--- src/rtl/multicycle_main_fsm.sv ---
// Moore control FSM for a shared-memory multicycle RISC-V datapath: sequences each instruction
// through fetch/decode/execute/memory/writeback, with memory handshake, timeout and illegal-op trap.
module multicycle_main_fsm #(
  parameter int MEM_TIMEOUT = 15,
  parameter int CNT_W       = 32,
  parameter int EN_ITYPE    = 1,
  parameter int EN_JAL      = 1
) (
  input  logic             clk,
  input  logic             rst,
  input  logic [6:0]       Op,
  input  logic             zero,
  input  logic             mem_ready,
  output logic             mem_req,
  output logic             PCWrite,
  output logic             AdrSrc,
  output logic             MemWrite,
  output logic             IRWrite,
  output logic             RegWrite,
  output logic [1:0]       ResultSrc,
  output logic [1:0]       ALUSrcA,
  output logic [1:0]       ALUSrcB,
  output logic [1:0]       ALUOp,
  output logic [1:0]       ImmSrc,
  output logic             Branch,
  output logic             trap,
  output logic             mem_err,
  output logic [CNT_W-1:0] instret
);

  localparam logic [6:0] OP_LOAD   = 7'b0000011;
  localparam logic [6:0] OP_STORE  = 7'b0100011;
  localparam logic [6:0] OP_RTYPE  = 7'b0110011;
  localparam logic [6:0] OP_ITYPE  = 7'b0010011;
  localparam logic [6:0] OP_BRANCH = 7'b1100011;
  localparam logic [6:0] OP_JAL    = 7'b1101111;

  // The wait counter only needs to reach MEM_TIMEOUT-1; the trap fires on that cycle.
  localparam int WAIT_W = (MEM_TIMEOUT > 2) ? $clog2(MEM_TIMEOUT) : 1;
  localparam logic [WAIT_W-1:0] WAIT_LAST = WAIT_W'((MEM_TIMEOUT > 0) ? MEM_TIMEOUT - 1 : 0);

  typedef enum logic [3:0] {
    S_FETCH, S_DECODE, S_MEMADR, S_MEMRD, S_MEMWB, S_MEMWR,
    S_EXECR, S_EXECI, S_ALUWB, S_BEQ, S_JAL, S_TRAP
  } state_t;

  state_t            r_state;
  state_t            w_next;
  logic [WAIT_W-1:0] r_wait_cnt;
  logic [CNT_W-1:0]  r_instret;
  logic              r_mem_err;

  logic       w_mem_req, w_pc_update, w_adr_src, w_mem_write, w_ir_write, w_reg_write, w_branch;
  logic [1:0] w_result_src, w_alu_src_a, w_alu_src_b, w_alu_op, w_imm_src;
  logic       w_wait_expired, w_timeout_trap, w_retire;

  assign w_wait_expired = (MEM_TIMEOUT != 0) && (r_wait_cnt == WAIT_LAST) && !mem_ready;

  always_comb begin
    // NOTE: every signal gets a default before the case so no path leaves one unassigned (no latches).
    w_next         = r_state;
    w_mem_req      = 1'b0;
    w_pc_update    = 1'b0;
    w_adr_src      = 1'b0;
    w_mem_write    = 1'b0;
    w_ir_write     = 1'b0;
    w_reg_write    = 1'b0;
    w_branch       = 1'b0;
    w_result_src   = 2'b00;
    w_alu_src_a    = 2'b00;
    w_alu_src_b    = 2'b00;
    w_alu_op       = 2'b00;
    w_timeout_trap = 1'b0;
    case (Op)
      OP_STORE:  w_imm_src = 2'b01;
      OP_BRANCH: w_imm_src = 2'b10;
      OP_JAL:    w_imm_src = 2'b11;
      default:   w_imm_src = 2'b00;
    endcase

    unique case (r_state)
      S_FETCH: begin
        w_mem_req    = 1'b1;
        w_alu_src_b  = 2'b10;
        w_result_src = 2'b10;
        w_ir_write   = mem_ready;
        w_pc_update  = mem_ready;
        if (mem_ready) w_next = S_DECODE;
        else if (w_wait_expired) begin
          w_next         = S_TRAP;
          w_timeout_trap = 1'b1;
        end
      end
      S_DECODE: begin
        w_alu_src_a = 2'b01;
        w_alu_src_b = 2'b01;
        case (Op)
          OP_LOAD, OP_STORE: w_next = S_MEMADR;
          OP_RTYPE:          w_next = S_EXECR;
          OP_ITYPE:          w_next = (EN_ITYPE != 0) ? S_EXECI : S_TRAP;
          OP_BRANCH:         w_next = S_BEQ;
          OP_JAL:            w_next = (EN_JAL != 0) ? S_JAL : S_TRAP;
          default:           w_next = S_TRAP;
        endcase
      end
      S_MEMADR: begin
        w_alu_src_a = 2'b10;
        w_alu_src_b = 2'b01;
        w_next      = (Op == OP_LOAD) ? S_MEMRD : S_MEMWR;
      end
      S_MEMRD: begin
        w_mem_req = 1'b1;
        w_adr_src = 1'b1;
        if (mem_ready) w_next = S_MEMWB;
        else if (w_wait_expired) begin
          w_next         = S_TRAP;
          w_timeout_trap = 1'b1;
        end
      end
      S_MEMWB: begin
        w_result_src = 2'b01;
        w_reg_write  = 1'b1;
        w_next       = S_FETCH;
      end
      S_MEMWR: begin
        w_mem_req   = 1'b1;
        w_adr_src   = 1'b1;
        w_mem_write = 1'b1;
        if (mem_ready) w_next = S_FETCH;
        else if (w_wait_expired) begin
          w_next         = S_TRAP;
          w_timeout_trap = 1'b1;
        end
      end
      S_EXECR: begin
        w_alu_src_a = 2'b10;
        w_alu_op    = 2'b10;
        w_next      = S_ALUWB;
      end
      S_EXECI: begin
        w_alu_src_a = 2'b10;
        w_alu_src_b = 2'b01;
        w_alu_op    = 2'b10;
        w_next      = S_ALUWB;
      end
      S_ALUWB: begin
        w_reg_write = 1'b1;
        w_next      = S_FETCH;
      end
      S_BEQ: begin
        w_alu_src_a = 2'b10;
        w_alu_op    = 2'b01;
        w_branch    = 1'b1;
        w_next      = S_FETCH;
      end
      S_JAL: begin
        w_alu_src_a = 2'b01;
        w_alu_src_b = 2'b10;
        w_pc_update = 1'b1;
        w_next      = S_ALUWB;
      end
      S_TRAP: begin
        w_imm_src = 2'b00;
        w_next    = S_TRAP;
      end
      default: w_next = S_TRAP;
    endcase
  end

  assign w_retire = (w_next == S_FETCH) &&
                    (r_state inside {S_MEMWB, S_MEMWR, S_ALUWB, S_BEQ});

  always_ff @(posedge clk) begin
    // NOTE: registered state uses non-blocking assignments so all flops update from pre-edge values.
    if (rst) begin
      r_state    <= S_FETCH;
      r_wait_cnt <= '0;
      r_instret  <= '0;
      r_mem_err  <= 1'b0;
    end else begin
      r_state <= w_next;
      if (w_next != r_state) r_wait_cnt <= '0;
      else if (w_mem_req && !mem_ready && (MEM_TIMEOUT != 0)) r_wait_cnt <= r_wait_cnt + WAIT_W'(1);
      if (w_retire)       r_instret <= r_instret + CNT_W'(1);
      if (w_timeout_trap) r_mem_err <= 1'b1;
    end
  end

  // Outputs are forced low for the whole time rst is high, including the first cycle.
  assign mem_req   = w_mem_req & ~rst;
  assign PCWrite   = (w_pc_update | (w_branch & zero)) & ~rst;
  assign AdrSrc    = w_adr_src & ~rst;
  assign MemWrite  = w_mem_write & ~rst;
  assign IRWrite   = w_ir_write & ~rst;
  assign RegWrite  = w_reg_write & ~rst;
  assign Branch    = w_branch & ~rst;
  assign ResultSrc = rst ? 2'b00 : w_result_src;
  assign ALUSrcA   = rst ? 2'b00 : w_alu_src_a;
  assign ALUSrcB   = rst ? 2'b00 : w_alu_src_b;
  assign ALUOp     = rst ? 2'b00 : w_alu_op;
  assign ImmSrc    = rst ? 2'b00 : w_imm_src;
  assign trap      = (r_state == S_TRAP) & ~rst;
  assign mem_err   = r_mem_err & ~rst;
  assign instret   = rst ? '0 : r_instret;

endmodule

--- config.mk ---
export PLATFORM = sky130hd
export DESIGN_NAME = multicycle_main_fsm
export DESIGN_NICKNAME = d
export VERILOG_FILES = /design/src/rtl/multicycle_main_fsm.sv
export SDC_FILE = /design/constraint.sdc
export NUM_CORES = 1
export LEC_CHECK = 0
export BUFFER_PORTS_ARGS = -buffer_cell sky130_fd_sc_hd__buf_2
export CAP_MARGIN = 40
export CELL_PAD_IN_SITES_DETAIL_PLACEMENT = 1
export CELL_PAD_IN_SITES_GLOBAL_PLACEMENT = 1
export CORE_MARGIN = 3
export CORE_UTILIZATION = 25
export DETAILED_ROUTE_END_ITERATION = 16
export PLACE_DENSITY_LB_ADDON = 0.1
export SYNTH_ARGS = -nofsm -noshare
export SYNTH_HDL_FRONTEND = slang
export SYNTH_SLANG_ARGS = --single-unit
--- constraint.sdc ---
create_clock -name clk -period 3.1 [get_ports clk]
set_input_delay 0.775 -clock clk [delete_from_list [all_inputs] [get_ports clk]]
set_output_delay 0.775 -clock clk [all_outputs]
set_load 0.01 [all_outputs]
After elaboration in Yosys (flattened, before gate mapping)
Index checks and enable logic that the tools add are counted.
{ "totals": {"ff_bits": 41, "out_inout_bits": 51} }
{ "classes": {"add_sub_neg": 2, "eq_ne": 19, "muxes": 29, "n_bitwise": 12, "reduce_logical": 19} }
{ "ops": {"columns": ["cell", "n"], "rows": [
  ["32-bit by 1-bit adder with 32-bit output (second input constant)", 1],
  ["32-bit 2-to-1 mux", 1],
  ["4-bit case mux with 7 select lines", 1],
  ["4-bit == test (second input constant)", 5],
  ["4-bit case mux with 5 select lines", 1],
  ["4-bit by 3-bit == test with 1-bit output (second input constant)", 4],
  ["4-bit 2-to-1 mux", 4],
  ["2-bit case mux with 2 select lines", 4],
  ["7-bit by 6-bit == test with 1-bit output (second input constant)", 2],
  ["7-bit == test (second input constant)", 2],
  ["2-bit OR reduction", 7],
  ["2-bit 2-to-1 mux", 6],
  ["3-bit OR reduction", 4],
  ["1-bit bitwise AND", 10],
  ["1-bit 2-to-1 mux", 9],
  ["4-bit by 2-bit == test with 1-bit output (second input constant)", 2],
  ["4-bit zero test", 2],
  ["7-bit by 2-bit == test with 1-bit output (second input constant)", 1],
  ["7-bit by 5-bit == test with 1-bit output (second input constant)", 1],
  ["2-bit case mux with 3 select lines", 1],
  ["4-bit by 1-bit adder with 4-bit output (second input constant)", 1],
  ["4-bit by 1-bit == test with 1-bit output (second input constant)", 1],
  ["4-bit inequality test", 1],
  ["4-bit nonzero test", 1],
  ["7 further kinds", 9]
]} }

Logic depth before layout (Yosys ltp)
Gate-level depths: netlist of the first run.
{ "logic_depth": {"word_depth": 7, "depth_mapped": 9, "mapped_depth_nobuf": 8} }

Worst setup path after synthesis of the first run
Ideal clock, no wire load.
{ "synth_path": {"path_kind": "input port to flip-flop", "startpoint": "in mem_ready", "endpoint": "reg r_instret[28]", "setup_ns": 0.123, "arrival_time_ns": 2.727, "required_time_ns": 2.977, "slack_ns": 0.250, "path_stages": 7, "n_path_buf": 1, "path_cell_list": "clkbuf_2 nor2_1 a311oi_4 nand4_2 nor4_1 nand3_1 mux2_1"} }
{ "synth_via": {"elab_chain_cells": 7, "word_cells_on_any_way": 9, "classes_between": "mux (5); reduce/logical (4)"} }
{ "synth_lines": {"columns": ["element", "line", "text"], "rows": [
  ["start, declared", "13", "input logic mem_ready,"],
  ["1-bit zero test", "57", "assign w_wait_expired = (MEM_TIMEOUT != 0) && (r_wait_cnt == WAIT_LAST) && !mem_ready;"],
  ["1-bit logical AND", "57", null],
  ["4-bit 2-to-1 mux", "89, 115, 130", null],
  ["4-bit 2-to-1 mux (on tied branches)", "129, 114, 88", null],
  ["4-bit case mux with 7 select lines *", "81", "unique case (r_state)"],
  ["4-bit zero test *", "170", "assign w_retire = (w_next == S_FETCH) &&"],
  ["1-bit logical AND *", "170", null],
  ["end signal, assigned", "184", "if (w_retire) r_instret <= r_instret + CNT_W'(1);"],
  ["end, declared", "50", "logic [CNT_W-1:0] r_instret;"]
]} }
Mark *: on every way between the ends. The rest lies on a longest branch, timed or not.
A chain may end at the register's enable or synchronous reset.

Worst setup path after layout of the first run
{ "layout_path": {"startpoint": "reg r_state[2]", "endpoint": "out ImmSrc[0]"} }
{ "layout_via": {"elab_chain_cells": 3} }
{ "layout_lines": {"columns": ["element", "line", "text"], "rows": [
  ["start, declared", "47", "state_t r_state;"],
  ["start signal, assigned", "181", "r_state <= w_next;"],
  ["4-bit == test", "81", null],
  ["2-bit 2-to-1 mux", "81", null],
  ["2-bit 2-to-1 mux", "201", "assign ImmSrc = rst ? 2'b00 : w_imm_src;"],
  ["end, declared", "24", "output logic [1:0] ImmSrc,"]
]} }
No other way between the ends.

==> impl_metrics.ini, run 1 <==
[outcome]
outcome = complete, no violations

[grt]
grt_overflow = 0
antenna_found_initial = 0
grt_usage_pct = 14.1
grt_max_degree = 50
grt_pass1_vias = 2915
grt_pass1_wl_um = 14600

[sta]
rsz0062_at_grt = no
finalClockSkew_ns = 0.00945
period_share_pct = 91.9
relSlewSlack_pct = 61.5
hold_ws_ns = 0.494
finalCriticalPeriod_ns = 2.85
tightest_slew_ns = 0.573
final_hold_viol_count = 0
setup_slack_ns = 0.252
fmax_mhz = 351
drv_slew = 0
setup-tns-final_ns = 0
finalSetupViolCount = 0

[cells_and_area]
nFillCells = 1343
final_nets = 435
layout_commonest_cell = buf_2
n_antenna_cell = 0
fin_area_sq_mm = 0.00334
syn2layout_area_growth_pct = 22.2
layoutNonFillerInstCount = 558
drive_gt1_share_pct = 24.6
regArea_sq_um = 821
multi_input_area_sq_mm = 0.00181
layout_common_cells = buf_2, nor2_1, dfxtp_1, nor2b_1, nand2_1

[cts]
htreeDepth = 2
post_cts_resized = 0
hold_buffers = 0
cts_tree = done
clk_latency_ns = 0.30
cts_setup_buffers = 0
cts.sinks = 41
root_buffer = clkbuf_8
numCtsBuffers = 5
clockBufferDepth = 2
clk_pin_slew_ns = 0.08

[die]
dieWidth_um = 111
io_pins = 62
dieArea_sq_mm = 0.0122
coreArea_sq_mm = 0.0105
initial_core_util_pct = 26.1
die_h_um = 111
rows = 37

[power]
p_switching_w = 0.000815
p_clk_share_pct = 19.8
power_density_mw_per_mm2 = 575
pwr-share-seq_pct = 32.1
internal-power_w = 0.00111
combPwrFrac_pct = 48.1
p_leak_nw = 1.37
peakVddDrop_mv = 0.237
p_sw_share_pct = 42.4

[logic_synthesis]
syn_nets = 372
synth_fa_ha_area_share_pct = 1.37
yosys.area_share.simple_pct = 40.3
synth_compound_area_share_pct = 12.9
synth_edf_count = 0
netlist_area_sq_mm = 0.00273
synth_cell_types = 53
synth_ff_type = dfxtp_1
synth_top_family_by_area = simple AND/OR/NAND/NOR gates
async_flop_share_pct = 0
yosys_warnings = 0
yosysSeqAreaShare_pct = 30.1
muxShareOfSynthArea_pct = 4.86
ys_seq_elements = 41
syn_inst = 358
synth_xor_area_share_pct = 6.74
avgSynthCellArea_sq_um = 7.63

[placement]
place_ws_ns = 0.117
port_buffers = 61
place_congestion = 0.791
postPlaceCellArea_sq_mm = 0.00324
dp_hpwl_um = 6540
dp.cells = 550

[worst_hold_path]
hold_class = register to register

[setup_path]
required_ns = 2.32
cp-end-kind = output port
crit_arrival_ns = 2.07
crit_fanout = 13
startpoint_type = register
worstSetupPathType = register to output port

[detailed_routing]
vias = 2798
avgViaCountPerCell = 5.01
wl_um = 8530
first_pass_iters = 4
wl_per_cell_um = 15.3
antenna_left = 0
drtIter0Drc = 89
drc = 0

[run]
drv_cap = 0
## area by class of cell
| type | instances | share of cell area (%) |
|---|---|---|
| tap | 136 | 5.10 |
| sequential | 41 | 24.6 |
| multi-input combinational | 291 | 54.1 |
| timing repair buffer | 77 | 12.7 |
| clock inverter | 2 | 0.412 |
| clock buffer | 6 | 2.47 |
| inverter | 5 | 0.562 |
## power groups by stage
stage          logic (W)  clock network, W  registers [W]
2_1_floorplan   0.000635                 0       0.000602
3_3_place_gp    0.000923                 0       0.000628
3_5_place_dp    0.000930                 0       0.000630
4_1_cts         0.000936          0.000407       0.000617
5_1_grt          0.00104          0.000421       0.000625
6_report        0.000924          0.000381       0.000616
## cells by family after synthesis
kind of cell | after synthesis
buffers and inverters | 26
adder cells (fa/ha/maj) | 3
flip-flops | 41
AND/OR/NAND/NOR | 205
XOR/XNOR | 21
AO/OA/AOI/OAI | 50
multiplexers | 12
## sequential cells by signal, indices dropped and copies added, names as in the netlist
| register | flops |
|---|---|
| r_instret | 32 |
| r_state | 4 |
| r_wait_cnt | 4 |
| r_mem_err | 1 |
## worst max-delay path: stages, from the launching register on
cell     delay [ns]
dfxtp_1        0.61
buf_4          0.29
nor3b_1        0.06
or3_1          0.37
nor4b_1        0.25
buf_2          0.18
## layer usage
metal / vias to the layer above / GRT usage (%) / share of wire (%)
met5: - / 0 / 0
met4: 0 / 4.35 / 1.4
met3: 8 / 2.52 / 3.3
met2: 51 / 23.5 / 47
met1: 1346 / 18.6 / 48
li1: 1393 / - / -
## worst paths after layout
check | cells past startpoint | slack, ns | startpoint | endpoint
max | 5 | 0.25 | r_state[2] | ImmSrc[0]
min | 2 | 0.49 | r_instret[1] | r_instret[1]
max reg2reg | 10 | 0.33 | r_wait_cnt[0] | r_instret[28]
min reg2reg | 2 | 0.49 | r_instret[1] | r_instret[1]
## metrics by stage
stage	utilization, %	total power [W]
2_1_floorplan	-	0.00124
3_3_place_gp	31.0	0.00155
3_5_place_dp	31.0	0.00156
4_1_cts	31.9	0.00196
5_1_grt	31.9	0.00208
6_report	31.9	0.00192
## synthesized netlist by cell type (3+ instances only)
master    number  area share [%]
nor2_1        53             7.3
dfxtp_1       41              30
nor2b_1       34             7.8
nand2_1       27             3.7
nor3_1        17             3.1
a21oi_1       14             2.6
clkbuf_1      14             1.9
nand3_1       13             2.4
o21ai_0       11             2.0
xnor2_1       11             3.5
and3_1        10             2.3
nand4_1       10             2.3
xor2_1        10             3.2
mux2_2         9             3.7
or3_1          6             1.4
inv_1          5            0.69
nor4_1         5             1.1
nor4b_1        5             1.6
and2_1         4            0.92
and4_1         4             1.3
buf_1          4            0.55
o31ai_1        4             1.1
or4_1          4             1.1
a22oi_1        3            0.82
a31oi_1        3            0.69
ha_1           3             1.4
nor3b_1        3            0.82
Power figures use the tool's default switching activity.
==> run 2, diff against run 1 <==
Clock period 3.1 ns to 2.5 ns, I/O delays scaled along.
==> run 2 against run 1 <==
Net effect: die area unchanged; wire length increased by 5.5%; register-to-register slack got worse by 0.22 ns.
==> impl_metrics.ini, run 2 (synthesis gave the netlist of run 1 again) <==
[outcome]
outcome = complete, no violations

[power]
p_leak_nw = 1.60
p_total_w = 0.00272
p_switching_w = 0.00109
internal-power_w = 0.00163
pwr-share-seq_pct = 27.9
power_density_mw_per_mm2 = 726
peakVddDrop_mv = 0.205
p_clk_share_pct = 16.5
p_sw_share_pct = 40.0
combPwrFrac_pct = 55.6

[detailed_routing]
highest_layer = met4
first_pass_iters = 4
wl_met2_um = 4260
wl_um = 9000
wl_per_cell_um = 15.1
avgViaCountPerCell = 4.89
drtIter0Drc = 125
antenna_left = 0
drc = 0
wl_met3_um = 302
wl_met1_um = 4320
vias = 2922

[sta]
relSlewSlack_pct = 67.8
period_share_pct = 96.3
finalClockSkew_ns = 0.00854
fmax_mhz = 415
drv_slew = 0
finalSetupViolCount = 0
finalCriticalPeriod_ns = 2.41
final_hold_viol_count = 0
setup_slack_ns = 0.0913
tightest_slew_ns = 0.479
setup-tns-final_ns = 0

[grt]
antenna_found_initial = 0
grt_usage_pct = 14.6
grt_overflow = 0
grt_pass1_vias = 2989
grt_pass1_wl_um = 15100
grt_max_degree = 46

[placement]
place_ws_ns = -0.159
port_buffers = 61
dp_hpwl_um = 6900
place_congestion = 0.797
dp.cells = 585

[cts]
cts_tree = done
clk_latency_ns = 0.30
clk_pin_slew_ns = 0.08
clockBufferDepth = 2
cts.sinks = 41
root_buffer = clkbuf_8
hold_buffers = 0
htreeDepth = 2
numCtsBuffers = 5

[cells_and_area]
syn2layout_area_growth_pct = 37.2
drive_gt1_share_pct = 34.5
final_nets = 475
layout_commonest_cell = buf_2
top_register = r_instret
layoutNonFillerInstCount = 597
reg_top3 = r_instret (32), r_state (4), r_wait_cnt (4)
final_util_pct = 35.8
largest_reg_flops = 32
layout_common_cells = buf_2, nor2_1, buf_4, dfxtp_1, nor2b_1
n_antenna_cell = 0

[setup_path]
crit_fanout = 4
cpPeakStageDelay_ns = 0.57
startpoint_type = input port
crit_arrival_ns = 2.65
cp_common_cell = o21ai_0
crit_slowest_cell = or4_4
cp.buffers_inverters = 2
cp-end-kind = register
crit_start = Op[3]
required_ns = 2.74
crit_family = simple AND/OR/NAND/NOR gates
r2r_start = r_wait_cnt[0]
worstSetupPathType = input port to register
path_cells = buf_2 -> nand4bb_1 -> o21ai_0 -> buf_4 -> o21ai_0 -> or4_4 -> or3_4 -> a21oi_2

[die]
io_pins = 62
coreArea_sq_mm = 0.0105
die_h_um = 111
dieArea_sq_mm = 0.0122
initial_core_util_pct = 26.1
dieWidth_um = 111
rows = 37

[run]
drv_cap = 0

[worst_hold_path]
hold_class = register to register
hp-start = r_instret[1]
run 2: per-layer routing:
layer | GRT usage (%) | vias to the layer above
li1 | - | 1468
met1 | 19.2 | 1383
met2 | 24.4 | 60
met3 | 2.85 | 11
met4 | 3.86 | 0
met5 | 0 | -
run 2: path summary, 6_finish.rpt:
path	slack, ns	to	cells after the start
max	0.09	r_instret[18]	8
min reg2reg	0.50	r_instret[1]	2
max reg2reg	0.11	r_instret[18]	10
min	0.50	r_instret[1]	2
run 2: tightest hold or removal path, delay by kind of cell, from the launching register on:
kind	cells	cell delay (ns)
flip-flops	1	0.34
AO/OA/AOI/OAI	1	0.05
AND/OR/NAND/NOR	1	0.06
run 2: cell type report:
| cell class | count | area (sq um) |
|---|---|---|
| clock buffer | 7 | 86.3 |
| fill | 1324 | 6720 |
| inverter | 5 | 18.8 |
| multi-input combinational | 291 | 1890 |
| sequential | 41 | 832 |
| tap | 136 | 170 |
| timing repair buffer | 117 | 746 |
run 2: stage by stage:
| stage | cell area [sq um] | hold slack, ns |
|---|---|---|
| after floorplan | 2750 | 0.457 |
| after global placement | 3530 | 0.482 |
| after detailed placement | 3530 | 0.489 |
| after CTS | 3630 | 0.501 |
| after global routing | 3740 | 0.552 |
| final | 3740 | 0.498 |
run 2: power by group through the flow:
stage               Clock [W]  Combinational (W)  Sequential [W]
floorplan                   0           0.000794        0.000749
global placement            0            0.00139        0.000768
detailed placement          0            0.00140        0.000767
CTS                  0.000472            0.00142        0.000755
global route         0.000498            0.00167        0.000766
finish               0.000449            0.00151        0.000758
run 2: timing repair:
action                                  CTS  global route
gates resized for setup                   4            19
pin swaps                                 0             7
buffers inserted                          0             6
endpoints found under the setup margin    4            15
==> run 3, diff against run 2 <==
Settings changed: CORE_ASPECT_RATIO from default to 1.5.
==> run 3 against run 2 <==
Net effect: combinational power decreased by 7%; via count is 0.10% lower; critical endpoint is now ImmSrc[0]; global-route usage increased by 0.67 points; core utilization is 0.63 points lower; register-to-register slack hardly changed; first-iteration DRC count decreased by 37%; final cell count is 0.50% lower.
==> impl_metrics.ini, run 3 (synthesis gave the netlist of run 1 again) <==
[die]
dieWidth_um = 91.3
rows = 46
io_pins = 62
coreArea_sq_mm = 0.0106
die_h_um = 134
initial_core_util_pct = 25.6
dieArea_sq_mm = 0.0122

[setup_path]
cp.buffers_inverters = 2
crit_fanout = 12
required_ns = 1.88
cpPeakStageDelay_ns = 0.39
crit_arrival_ns = 1.78
crit_slowest_cell = dfxtp_4
startpoint_type = register
worstSetupPathType = register to output port
crit_family = simple AND/OR/NAND/NOR gates
path_cells = buf_6 -> nand2_2 -> nor3b_1 -> or3_1 -> nor4b_2 -> buf_2
cp-end-kind = output port

[placement]
dp_hpwl_um = 7320
place_ws_ns = -0.235
dp.cells = 585
place_congestion = 0.867
port_buffers = 61

[cells_and_area]
n_antenna_cell = 0
largest_reg_flops = 32
layout_common_cells = buf_2, nor2_1, buf_4, dfxtp_1, nor2b_1
final_nets = 463
reg_top3 = r_instret (32), r_state (4), r_wait_cnt (4)
top_register = r_instret
layoutNonFillerInstCount = 594
drive_gt1_share_pct = 32.9
nFillCells = 1343
syn2layout_area_growth_pct = 37.1
layout_commonest_cell = buf_2

[sta]
relSlewSlack_pct = 65.5
fmax_mhz = 416
drv_slew = 0
final_hold_viol_count = 0
finalClockSkew_ns = 0.00796
finalSetupViolCount = 0
finalCriticalPeriod_ns = 2.40
tightest_slew_ns = 0.514
setup_slack_ns = 0.0970
period_share_pct = 96.1
hold_ws_ns = 0.496
setup-tns-final_ns = 0

[cts]
cts.sinks = 41
clk_latency_ns = 0.29
numCtsBuffers = 5
cts_tree = done
hold_buffers = 0
root_buffer = clkbuf_16
clk_pin_slew_ns = 0.06
htreeDepth = 2
clockBufferDepth = 2

[detailed_routing]
wl_um = 9180
drc = 0
first_pass_iters = 4
drtIter0Drc = 79
avgViaCountPerCell = 4.91
antenna_left = 0
vias = 2919
wl_per_cell_um = 15.5

[grt]
grt_usage_pct = 15.2
grt_max_degree = 27
grt_overflow = 0
antenna_found_initial = 0
grt_pass1_vias = 3077
grt_pass1_wl_um = 15100

[power]
internal-power_w = 0.00184
p_total_w = 0.00298
p_switching_w = 0.00115
power_density_mw_per_mm2 = 797
pwr-share-seq_pct = 26.5
peakVddDrop_mv = 0.342
combPwrFrac_pct = 47.4
p_sw_share_pct = 38.4
p_clk_share_pct = 26.2
p_leak_nw = 1.56

[run]
drv_cap = 0

[outcome]
outcome = complete, no violations

[worst_hold_path]
hold_class = register to register
[run 3: cell count changes in the layout (fill, tap and decap cells not counted), sizes merged]
cell	previous run	this run
buf	117	105
bufinv	0	1
[run 3: power by group through the flow]
stage | clock network [W] | registers [W] | logic (W)
final | 0.000780 | 0.000790 | 0.00141
after floorplan | 0 | 0.000749 | 0.000794
after CTS | 0.000809 | 0.000783 | 0.00137
after detailed placement | 0 | 0.000789 | 0.00134
after global routing | 0.000832 | 0.000802 | 0.00155
after global placement | 0 | 0.000788 | 0.00132
[run 3: routing by layer]
| metal | track usage, % | part of all wire, % |
|---|---|---|
| met5 | 0 | 0 |
| met4 | 7.13 | 3.1 |
| met3 | 2.36 | 2.7 |
| met2 | 30.0 | 56 |
| met1 | 15.3 | 38 |
[run 3: layout make-up]
class	count	area, sq um	share of cell area, %
clock buffer	7	143	3.81
clock inverter	1	30.0	0.802
sequential	41	832	22.2
timing repair buffer	105	643	17.2
multi-input combinational	291	1900	50.7
tap	144	180	4.81
inverter	5	18.8	0.501
[run 3: path summary, 6_finish.rpt]
path                  from       endpoint  slack (ns)  cells after the start
min           r_instret[1]   r_instret[1]        0.50                      2
max reg2reg  r_wait_cnt[0]  r_instret[19]        0.11                      9
max             r_state[1]      ImmSrc[0]         0.1                      6
min reg2reg   r_instret[1]   r_instret[1]        0.50                      2
[run 3: repair_timing]
action / 4_1_cts / 5_1_grt
gates resized for setup: 7 / 14
buffers inserted: 0 / 1
pin swaps: 0 / 5
endpoints found under the setup margin: 6 / 18
[run 3: through the flow]
step | utilization (%) | instance area (sq um)
after CTS | 34.4 | 3670
after floorplan | - | 2750
after global placement | 32.5 | 3460
after global routing | 35.2 | 3740
final | 35.2 | 3740
after detailed placement | 32.5 | 3460
[run 3: worst register-to-register path, stage by stage (launching register included)]
cell     delay (ns)
dfxtp_2        0.35
inv_2          0.05
ha_2           0.17
and3_2         0.26
or4_1          0.50
a31oi_4        0.27
nor2_1         0.08
buf_4          0.17
nand4_1        0.10
mux2_2         0.33
